===== src/rtl/alu_cmd_ctrl_if.sv =====
// Bus bundle between alu_cmd_ctrl and its neighbours: UART RX/TX byte paths and the ALU.
// master = command controller view, slave = environment (UART + ALU) view.
interface alu_cmd_ctrl_if #(
    parameter int DATA_WIDTH = 8,
    parameter int FN_WIDTH   = 4
);
    logic [DATA_WIDTH-1:0]   RX_P_DATA;
    logic                    RX_D_VLD;
    logic [DATA_WIDTH-1:0]   ALU_A;
    logic [DATA_WIDTH-1:0]   ALU_B;
    logic [FN_WIDTH-1:0]     ALU_FUN;
    logic                    ALU_EN;
    logic [2*DATA_WIDTH-1:0] ALU_OUT;
    logic                    OUT_VALID;
    logic [DATA_WIDTH-1:0]   TX_P_DATA;
    logic                    TX_D_VLD;
    logic                    TX_BUSY;
    logic                    CTRL_BUSY;
    logic                    CMD_DROP;

    modport master (
        input  RX_P_DATA, RX_D_VLD, ALU_OUT, OUT_VALID, TX_BUSY,
        output ALU_A, ALU_B, ALU_FUN, ALU_EN, TX_P_DATA, TX_D_VLD, CTRL_BUSY, CMD_DROP
    );

    modport slave (
        output RX_P_DATA, RX_D_VLD, ALU_OUT, OUT_VALID, TX_BUSY,
        input  ALU_A, ALU_B, ALU_FUN, ALU_EN, TX_P_DATA, TX_D_VLD, CTRL_BUSY, CMD_DROP
    );
endinterface


===== src/rtl/alu_cmd_ctrl.sv =====
// UART-to-ALU command controller: 3-byte frame in, one ALU_EN pulse, 2-byte result (or error byte) out.
// Optional inter-byte timeout in GET_A/GET_B enabled by defining ALU_CMD_TIMEOUT_EN.
module alu_cmd_ctrl #(
    parameter int                    DATA_WIDTH = 8,
    parameter int                    FN_WIDTH   = 4,
    parameter int                    ALU_LAT    = 1,
    parameter logic [DATA_WIDTH-1:0] ERR_CODE   = 8'hEE
`ifdef ALU_CMD_TIMEOUT_EN
  , parameter int                    TIMEOUT_CYC = 1024
`endif
) (
    input logic         CLK,
    input logic         RST,
    alu_cmd_ctrl_if.master bus
);
    localparam int LAT_W = $clog2(ALU_LAT + 1);

    typedef enum logic [2:0] {
        S_IDLE, S_GET_A, S_GET_B, S_ISSUE, S_WAIT, S_SEND_LO, S_SEND_HI, S_SEND_ERR
    } state_t;

    state_t                  state, next_state;
    logic [DATA_WIDTH-1:0]   alu_a, alu_b;
    logic [FN_WIDTH-1:0]     alu_fun;
    logic [2*DATA_WIDTH-1:0] result;
    logic [LAT_W-1:0]        lat_cnt;
    logic                    ctrl_busy, cmd_drop;
    logic                    drop, hdr_ok, sample, timeout;

    assign hdr_ok = (bus.RX_P_DATA[7:4] == 4'hA);
    // Result and OUT_VALID are looked at only in the last WAIT cycle, never as a strobe.
    assign sample = (state == S_WAIT) && (lat_cnt == LAT_W'(1));

`ifdef ALU_CMD_TIMEOUT_EN
    localparam int TO_W = $clog2(TIMEOUT_CYC);
    logic [TO_W-1:0] to_cnt;
    logic            collecting;

    assign collecting = (state == S_GET_A) || (state == S_GET_B);
    assign timeout    = collecting && !bus.RX_D_VLD && (to_cnt == TO_W'(TIMEOUT_CYC - 1));

    always_ff @(posedge CLK) begin
        if (RST)
            to_cnt <= '0;
        else if (collecting && !bus.RX_D_VLD && !timeout)
            to_cnt <= to_cnt + 1'b1;
        else
            to_cnt <= '0;
    end
`else
    assign timeout = 1'b0;
`endif

    // NOTE: sequential state uses non-blocking assignments and a synchronous reset inside the clocked block.
    always_ff @(posedge CLK) begin
        if (RST)
            state <= S_IDLE;
        else
            state <= next_state;
    end

    // NOTE: every signal of this block gets a default first so no path can infer a latch.
    always_comb begin
        next_state    = state;
        drop          = 1'b0;
        bus.ALU_EN    = 1'b0;
        bus.TX_D_VLD  = 1'b0;
        bus.TX_P_DATA = '0;
        case (state)
            S_IDLE: begin
                if (bus.RX_D_VLD) begin
                    if (hdr_ok) next_state = S_GET_A;
                    else        drop       = 1'b1;
                end
            end
            S_GET_A: begin
                if (bus.RX_D_VLD) next_state = S_GET_B;
                else if (timeout) begin
                    next_state = S_IDLE;
                    drop       = 1'b1;
                end
            end
            S_GET_B: begin
                if (bus.RX_D_VLD) next_state = S_ISSUE;
                else if (timeout) begin
                    next_state = S_IDLE;
                    drop       = 1'b1;
                end
            end
            S_ISSUE: begin
                bus.ALU_EN = 1'b1;
                next_state = S_WAIT;
            end
            S_WAIT: begin
                if (sample) next_state = bus.OUT_VALID ? S_SEND_LO : S_SEND_ERR;
            end
            S_SEND_LO: begin
                bus.TX_D_VLD  = 1'b1;
                bus.TX_P_DATA = result[DATA_WIDTH-1:0];
                if (!bus.TX_BUSY) next_state = S_SEND_HI;
            end
            S_SEND_HI: begin
                bus.TX_D_VLD  = 1'b1;
                bus.TX_P_DATA = result[2*DATA_WIDTH-1:DATA_WIDTH];
                if (!bus.TX_BUSY) next_state = S_IDLE;
            end
            S_SEND_ERR: begin
                bus.TX_D_VLD  = 1'b1;
                bus.TX_P_DATA = ERR_CODE;
                if (!bus.TX_BUSY) next_state = S_IDLE;
            end
            default: next_state = S_IDLE;
        endcase
        // Bytes arriving while a command is in flight are discarded.
        if (bus.RX_D_VLD && !(state inside {S_IDLE, S_GET_A, S_GET_B}))
            drop = 1'b1;
    end

    always_ff @(posedge CLK) begin
        if (RST) begin
            alu_a     <= '0;
            alu_b     <= '0;
            alu_fun   <= '0;
            result    <= '0;
            lat_cnt   <= '0;
            ctrl_busy <= 1'b0;
            cmd_drop  <= 1'b0;
        end else begin
            if (state == S_IDLE && bus.RX_D_VLD && hdr_ok)
                alu_fun <= bus.RX_P_DATA[FN_WIDTH-1:0];
            if (state == S_GET_A && bus.RX_D_VLD)
                alu_a <= bus.RX_P_DATA;
            if (state == S_GET_B && bus.RX_D_VLD)
                alu_b <= bus.RX_P_DATA;
            if (state == S_ISSUE)
                lat_cnt <= LAT_W'(ALU_LAT);
            else if (state == S_WAIT)
                lat_cnt <= lat_cnt - 1'b1;
            if (sample && bus.OUT_VALID)
                result <= bus.ALU_OUT;
            ctrl_busy <= (next_state != S_IDLE);
            cmd_drop  <= drop;
        end
    end

    assign bus.ALU_A     = alu_a;
    assign bus.ALU_B     = alu_b;
    assign bus.ALU_FUN   = alu_fun;
    assign bus.CTRL_BUSY = ctrl_busy;
    assign bus.CMD_DROP  = cmd_drop;
endmodule

===== src/flat_wrapper.sv =====
// flat-port wrapper written by rule: the top's interface ports become plain ports
module alu_cmd_ctrl_flat 
#(
    parameter int                    DATA_WIDTH = 8,
    parameter int                    FN_WIDTH   = 4,
    parameter int                    ALU_LAT    = 1,
    parameter logic [DATA_WIDTH-1:0] ERR_CODE   = 8'hEE

)
  (CLK, RST, bus_RX_P_DATA, bus_RX_D_VLD, bus_ALU_OUT, bus_OUT_VALID, bus_TX_BUSY, bus_ALU_A, bus_ALU_B, bus_ALU_FUN, bus_ALU_EN, bus_TX_P_DATA, bus_TX_D_VLD, bus_CTRL_BUSY, bus_CMD_DROP);
  alu_cmd_ctrl_if #(.DATA_WIDTH(DATA_WIDTH), .FN_WIDTH(FN_WIDTH)) bus_i ();
  input logic CLK;
  input logic RST;
  input wire logic [$bits(bus_i.RX_P_DATA)-1:0] bus_RX_P_DATA;
  input wire logic [$bits(bus_i.RX_D_VLD)-1:0] bus_RX_D_VLD;
  input wire logic [$bits(bus_i.ALU_OUT)-1:0] bus_ALU_OUT;
  input wire logic [$bits(bus_i.OUT_VALID)-1:0] bus_OUT_VALID;
  input wire logic [$bits(bus_i.TX_BUSY)-1:0] bus_TX_BUSY;
  output wire logic [$bits(bus_i.ALU_A)-1:0] bus_ALU_A;
  output wire logic [$bits(bus_i.ALU_B)-1:0] bus_ALU_B;
  output wire logic [$bits(bus_i.ALU_FUN)-1:0] bus_ALU_FUN;
  output wire logic [$bits(bus_i.ALU_EN)-1:0] bus_ALU_EN;
  output wire logic [$bits(bus_i.TX_P_DATA)-1:0] bus_TX_P_DATA;
  output wire logic [$bits(bus_i.TX_D_VLD)-1:0] bus_TX_D_VLD;
  output wire logic [$bits(bus_i.CTRL_BUSY)-1:0] bus_CTRL_BUSY;
  output wire logic [$bits(bus_i.CMD_DROP)-1:0] bus_CMD_DROP;
  assign bus_i.RX_P_DATA = bus_RX_P_DATA;
  assign bus_i.RX_D_VLD = bus_RX_D_VLD;
  assign bus_i.ALU_OUT = bus_ALU_OUT;
  assign bus_i.OUT_VALID = bus_OUT_VALID;
  assign bus_i.TX_BUSY = bus_TX_BUSY;
  assign bus_ALU_A = bus_i.ALU_A;
  assign bus_ALU_B = bus_i.ALU_B;
  assign bus_ALU_FUN = bus_i.ALU_FUN;
  assign bus_ALU_EN = bus_i.ALU_EN;
  assign bus_TX_P_DATA = bus_i.TX_P_DATA;
  assign bus_TX_D_VLD = bus_i.TX_D_VLD;
  assign bus_CTRL_BUSY = bus_i.CTRL_BUSY;
  assign bus_CMD_DROP = bus_i.CMD_DROP;
  alu_cmd_ctrl #(.DATA_WIDTH(DATA_WIDTH), .FN_WIDTH(FN_WIDTH), .ALU_LAT(ALU_LAT), .ERR_CODE(ERR_CODE)) u_core (.CLK(CLK), .RST(RST), .bus(bus_i));
endmodule

===== config.mk =====
export PLATFORM = sky130hd
export DESIGN_NAME = alu_cmd_ctrl_flat
export DESIGN_NICKNAME = d
export VERILOG_FILES = /design/src/rtl/alu_cmd_ctrl_if.sv /design/src/rtl/alu_cmd_ctrl.sv /design/src/flat_wrapper.sv
export SDC_FILE = /design/constraint.sdc
export NUM_CORES = 1
export LEC_CHECK = 0
export ABC_AREA = 1
export ABC_CLOCK_PERIOD_IN_PS = 1310
export BUFFER_PORTS_ARGS = -buffer_cell sky130_fd_sc_hd__clkbuf_2
export CAP_MARGIN = 20
export CORE_ASPECT_RATIO = 1.2
export CORE_MARGIN = 2
export CORE_UTILIZATION = 35
export CTS_BUF_LIST = sky130_fd_sc_hd__clkbuf_8
export DETAILED_ROUTE_END_ITERATION = 10
export GPL_TIMING_DRIVEN = 1
export PLACE_DENSITY_LB_ADDON = 0.12
export SYNTH_ARGS = -nofsm -noshare
export SYNTH_HDL_FRONTEND = slang
export SYNTH_SLANG_ARGS = --single-unit

===== constraint.sdc =====
create_clock -name CLK -period 1.31 [get_ports CLK]
set_clock_uncertainty 0.2 [all_clocks]
set_input_delay 0.0655 -clock CLK [delete_from_list [all_inputs] [get_ports CLK]]
set_output_delay 0.0655 -clock CLK [all_outputs]
set_load 0.005 [all_outputs]

==> metrics.md, run 1 <==
| Metric | Value |
|---|---|
| Syn Std Cell Area | 1770 um2 |
| TritonCTS clock tree | built |
| Yosys top cell area share | 47.6% |
| Commonest non-fill, non-tap cells in the layout | clkbuf_2 (52), dfxtp_1 (39), nor2_1 (36) |
| Failing checks | negative setup slack |
| CP arrival | 1.37 ns |
| Max cap viols | 0 |
| Placed Area | 2240 um2 |
| Post-DR vias/cell | 4.88 |
| Worst setup SP type | flip-flop |
| LEAKAGE | 1.37 nW |
| Dpl hpwl | 3.30 mm |
| Power share of the clock group | 34.8% |
| Area leader, netlist | dfxtp_1 |
| IO buf count | 60 |
| Row count | 28 |
| First DRT Iteration DRCs | 74 |
| Pint | 1.80 mW |
| Post-synth EDFFs | 0 |
| Final Power | 2.42 mW |
| CP max stage delay | 0.39 ns |
| Max Clk Rate | 0.610 GHz |
| Final WL | 5.82 mm |
| Number of I/O pins | 61 |
| Yosys cell types | 26 |
| Die X-Extent | 68.9 um |
| Post-synth top flop | dfxtp_1 |
| Clock Latency Late Sink | 0.31 ns |
| Initial antenna violation count | 0 |
| Total CTS buffers | 5 |
| Die span in y | 81.9 um |
| Synthesis warning total | 0 |
| Final Util | 64.2% |
| Post-route cell area | 3150 um2 |
| Antenna-violating nets left | 0 |
| Vias in the first global route | 1926 |
| N_diodes | 0 |
| Htree depth | 2 |
| Combinational share of power | 11.9% |
| Final nets | 376 |
| Synth Net Count | 256 |
| PnR worst setup slack | -0.329 ns |
| Die area | 5640 um2 |
| Critical Path Most Common Cell | buf_6 |
| CTS max path bufs | 2 |
| Critical path class | reg2out |
| Seq pwr share | 53.3% |
| Unrepaired setup endpoints after global routing | true |
| Worst min-delay path class | in2reg |
| Required time worst endpoint | 1.04 ns |
| Switching Fraction | 25.6% |
| Final period util | 125% |
| Layout fillers | 440 |
| Final setup viols | 52 |
| Most common cell after layout, fill and taps aside | clkbuf_2 |
| Synthesis-stage register bit count | 42 |
| Crit path capture type | output pin |
| Ys async rst share | 0% |
| Mean area per synthesized cell | 7.79 um2 |
| Worst-Margin Slew | 0.525 ns |
| CTS Root Cell | clkbuf_8 |
| CP max-delay cell | dfxtp_4 |
| NetSw | 0.619 mW |
| Worst slew margin | 64.7% |
| All-Layer GR Usage | 21.1% |
| PwrDens | 769 nW/um2 |
| Layout cells sized above 1 | 50.3% |
| Max IR drop VDD | 0.487 mV |
| Run status | complete, but fails checks |
| Pin count of the biggest net entering global routing | 39 |
| Post-synthesis sequential area ratio | 47.6% |
| Slew Viols, Final | 0 |
| Worst Path Max Fanout | 6 |
| CTS sink count | 42 |
| Core Region | 4900 um2 |
| Final min period | 1.64 ns |
| Most area-consuming cells after synthesis | dfxtp_1 (48%), nor2_1 (11%), o21ai_0 (6.2%) |
| Initial Utilization | 36.0% |
| Pre-antenna DRT Iters | 4 |
| Area Growth Syn to Fin | 78.1% |
| CP Cell Sequence | buf_6 > nand2_2 > buf_6 > o221ai_2 > buf_2 |
| Total vias in the final route | 1993 |
| Post-route DRC | 0 |
| Global placement routability congestion | 0.860 |
| First-pass GRT wire length | 8.78 mm |
| Mapped Cells | 227 |
| Total grt overflow | 0 |
| Reg clk slew, reported paths | 0.09 ns |
| Average routed wire per standard cell | 14.3 um |
| Final Hold Fails | 0 |
-- cell type report --
class | instances | area [um2] | area share, %
Clock buffer | 5 | 68.8 | 2.19
Timing Repair Buffer | 120 | 915 | 29.0
Tap cell | 60 | 75.1 | 2.38
Inverter | 28 | 125 | 3.97
Clock inverter | 3 | 17.5 | 0.556
Sequential cell | 42 | 852 | 27.1
Multi-Input combinational cell | 150 | 1100 | 34.8
-- critical path: cells and delay by family, from the launching register on --
| family | cells | cell delay (ns) |
|---|---|---|
| compound gates | 1 | 0.17 |
| buf+inv | 3 | 0.43 |
| simple gates | 1 | 0.07 |
| flops | 1 | 0.39 |
-- flip-flops by register name, indices dropped and copies added (netlist names) --
signal	cells
u_core.result	16
u_core.bus.ALU_A	8
u_core.bus.ALU_B	8
u_core.bus.ALU_FUN	4
u_core.state	3
u_core.bus.CMD_DROP	1
u_core.bus.CTRL_BUSY	1
u_core.lat_cnt	1
-- routing by layer --
layer,wire [um],track usage [%],up-vias
li1,-,-,992
met1,2260,22.2,942
met2,3200,39.9,51
met3,244,4.79,8
met4,110,7.65,0
met5,0,0,-
-- metrics by stage --
stage	setup TNS [ns]	setup WS [ns]	cells	hold slack, ns
global placement	-7.66	-0.225	358	0.114
CTS	-9.89	-0.293	403	0.000601
global route	-13.41	-0.364	408	0.0285
detailed placement	-8.04	-0.240	358	0.123
finish	-10.50	-0.329	408	0.00818
floorplan	-1.22	-0.0736	227	-0.0695
-- power by group through the flow --
stage          registers (mW)  clock network, mW  logic, mW
5_1_grt                  1.29              0.909      0.314
6_report                 1.29              0.841      0.288
4_1_cts                  1.29              0.852      0.256
2_1_floorplan            1.32                  0     0.0658
3_5_place_dp             1.32                  0      0.159
3_3_place_gp             1.32                  0      0.159
-- logic make-up (layout without fill, tap and decap cells) --
group	Yosys count	after routing	share of synthesized area, %
flops	42	42	47.6
buf+inv	38	156	10.3
compound gates	63	63	19.9
simple gates	84	87	22.3
-- path summary, 6_finish.rpt --
check | startpoint | to | slack [ns] | cells past startpoint
max reg2reg | u_core.state[0] | u_core.result[3] | -0.24 | 8
max | u_core.state[2] | bus_TX_P_DATA[6] | -0.33 | 5
min reg2reg | u_core.result[12] | u_core.result[12] | 0.27 | 2
min | bus_RX_D_VLD | u_core.bus.ALU_B[4] | 0.008 | 4
-- cell usage after synthesis, types with 3 or more instances --
master	count
a21oi_1	16
nand2_1	14
clkbuf_1	3
o221ai_1	6
o21ai_1	13
dfxtp_1	42
inv_1	26
nand3_1	6
nand4_1	4
o21ai_0	22
buf_6	4
nor2_1	50
-- timing repair --
item | in CTS | in global routing
cloned | 3 | 0
hold buffers | 28 | 0
pin swaps | 5 | 17
setup buffers | 6 | 7
resized for setup | 58 | 68
endpoints found under the hold margin | 40 | 0
setup endpoints to repair | 52 | 52
Note: power is estimated with default switching activity, not from simulation.
==> run 2, diff against run 1 <==
- HOLD_SLACK_MARGIN: unset -> 0.03
==> metrics.md, run 2 (same netlist as run 1, synthesis figures left out) <==
| Metric | Value |
|---|---|
| Worst slack, placed | -0.240 ns (unchanged) |
| Worst setup SP type | flip-flop (unchanged) |
| N_diodes | 0 (unchanged) |
| Post-route DRC | 0 (unchanged) |
| Post-route cell area | 3110 um2 (was 3150 um2) |
| Total vias in the final route | 1971 (was 1993) |
| Worst Path Max Fanout | 3 (was 6) |
| Core Region | 4900 um2 (unchanged) |
| Layout cells sized above 1 | 49.1% (was 50.3%) |
| Commonest non-fill, non-tap cells in the layout | clkbuf_2 (52), dfxtp_1 (39), nor2_1 (37) (was clkbuf_2 (52), dfxtp_1 (39), nor2_1 (36)) |
| Final Power | 2.41 mW (was 2.42 mW) |
| Average routed wire per standard cell | 13.9 um (was 14.3 um) |
| Area Growth Syn to Fin | 76.1% (was 78.1%) |
| CP arrival | 1.35 ns (was 1.37 ns) |
| Row count | 28 (unchanged) |
| Max cap viols | 0 (unchanged) |
| Required time worst endpoint | 1.04 ns (about the same) |
| Pin count of the biggest net entering global routing | 39 (unchanged) |
| Reg clk slew, reported paths | 0.09 ns (about the same) |
| Max reg flops | 16 (unchanged) |
| Worst min-delay path class | in2reg (unchanged) |
| Hold path depth | 5 (was 4) |
| CTS sink count | 42 (unchanged) |
| Antenna-violating nets left | 0 (unchanged) |
| Clock Latency Late Sink | 0.31 ns (about the same) |
| Max Clk Rate | 0.618 GHz (was 0.610 GHz) |
| CTS max path bufs | 2 (unchanged) |
| Crit path capture type | output pin (unchanged) |
| Total grt overflow | 0 (unchanged) |
| Slew Viols, Final | 0 (unchanged) |
| Worst slew margin | 63.9% (was 64.7%) |
| R2r endpoint | u_core.result[3] (unchanged) |
| Layout fillers | 439 (was 440) |
| Die X-Extent | 68.9 um (unchanged) |
| Worst r2r src | u_core.state[0] (unchanged) |
| Run status | complete, but fails checks (unchanged) |
| Htree depth | 2 (unchanged) |
| Number of I/O pins | 61 (unchanged) |
| Final setup viols | 52 (unchanged) |
| Worst-Margin Slew | 0.538 ns (was 0.525 ns) |
| Critical path class | reg2out (unchanged) |
| First-pass GRT wire length | 8.65 mm (was 8.78 mm) |
| Unrepaired setup endpoints after global routing | true (unchanged) |
| Setup crit start | u_core.state[0] (was u_core.state[2]) |
| Dpl hpwl | 3.30 mm (unchanged) |
| PnR worst setup slack | -0.307 ns (was -0.329 ns) |
| Final nets | 376 (unchanged) |
| Dpl cells | 358 (unchanged) |
| Die span in y | 81.9 um (unchanged) |
| All-Layer GR Usage | 20.8% (was 21.1%) |
| Total CTS buffers | 5 (unchanged) |
| Die area | 5640 um2 (unchanged) |
| Final Hold Fails | 0 (unchanged) |
| Initial antenna violation count | 0 (unchanged) |
| Initial Utilization | 36.0% (unchanged) |
| CTS Root Cell | clkbuf_8 (unchanged) |
| Worst Hold End | u_core.bus.ALU_FUN[2] (was u_core.bus.ALU_B[4]) |
| Largest reg by FF count | u_core.result (unchanged) |
| Final WL | 5.67 mm (was 5.82 mm) |
| Final period util | 123% (was 125%) |
| LEAKAGE | 1.35 nW (was 1.37 nW) |
| Pre-antenna DRT Iters | 4 (unchanged) |
| Hold Path Origin | bus_RX_P_DATA[6] (was bus_RX_D_VLD) |
| Vias in the first global route | 1897 (was 1926) |
| Failing checks | negative setup slack (unchanged) |
| Final min period | 1.62 ns (was 1.64 ns) |
| Global placement routability congestion | 0.860 (unchanged) |
| Worst reg-to-reg path cell count | 8 (unchanged) |
| First DRT Iteration DRCs | 86 (was 74) |
| PwrDens | 775 nW/um2 (was 769 nW/um2) |
| Slack of the worst reg-to-reg path | -0.24 ns (about the same) |
| Placed Area | 2240 um2 (unchanged) |
| TritonCTS clock tree | built (unchanged) |
| Post-DR vias/cell | 4.83 (was 4.88) |
| Cell Count, Final, Fillers Out | 408 (unchanged) |
| Most common cell after layout, fill and taps aside | clkbuf_2 (unchanged) |
| IO buf count | 60 (unchanged) |
| Max IR drop VDD | 0.458 mV (was 0.487 mV) |
run 2: changes by cell type in the layout (fill, tap and decap cells not counted), moves of 2 or more:
cell and delta:
o21ai_0 -3, nor2_2 -2, o21ai_1 +3, buf_6 -3, buf_4 +3
run 2: what timing repair did:
action / CTS / global route
hold buffers: 27 / 3
gates resized for setup: 58 / 64
buffers inserted: 6 / 6
endpoints found under the hold margin: 41 / 2
pin swaps: 5 / 15
gates cloned: 3 / 0
setup endpoints to repair: 52 / 52
run 2: worst max-delay path by stage:
stage                        end  slack, ns  depth (start not counted)
2_1_floorplan   u_core.result[0]      -0.07                          8
6_report        bus_TX_P_DATA[0]      -0.31                          6
3_3_place_gp   u_core.result[15]      -0.22                          7
3_5_place_dp    u_core.result[0]      -0.24                          7
5_1_grt         bus_TX_P_DATA[7]      -0.35                          5
4_1_cts         bus_TX_P_DATA[4]      -0.29                          6
run 2: layout make-up:
type	count	area, um2	share of cell area [%]
clock inverter	3	17.5	0.563
sequential	42	852	27.4
inverter	28	119	3.82
multi-input combinational	150	1090	34.9
clock buffer	5	68.8	2.21
timing repair buffer	120	893	28.7
tap	60	75.1	2.41
run 2: routing by layer:
metal	GRT usage, %	part of all wire (%)	wire [um]
met5	0	0	0
met4	7.65	1.6	89
met3	4.79	4.0	224
met2	38.7	54	3060
met1	22.2	40	2300
run 2: worst max-delay path, stage by stage, from the launching register on:
cell,delay (ns)
dfxtp_4,0.37
buf_6,0.12
nor2_4,0.11
buf_6,0.11
nand2_4,0.04
o22ai_1,0.15
clkbuf_2,0.15
run 2: stage by stage:
step | utilization [%] | hold WS [ns] | setup TNS, ns
CTS | 59.0 | 0.0654 | -9.89
detailed placement | 45.6 | 0.123 | -8.04
finish | 63.5 | 0.0661 | -9.58
global route | 63.5 | 0.111 | -12.90
floorplan | - | -0.0695 | -1.22
global placement | 45.6 | 0.114 | -7.66
run 2: power by group:
part           total (mW)  switching, mW  internal [mW]
combinational       0.285          0.135          0.150
clock               0.837          0.468          0.368
sequential           1.29        0.00828           1.28
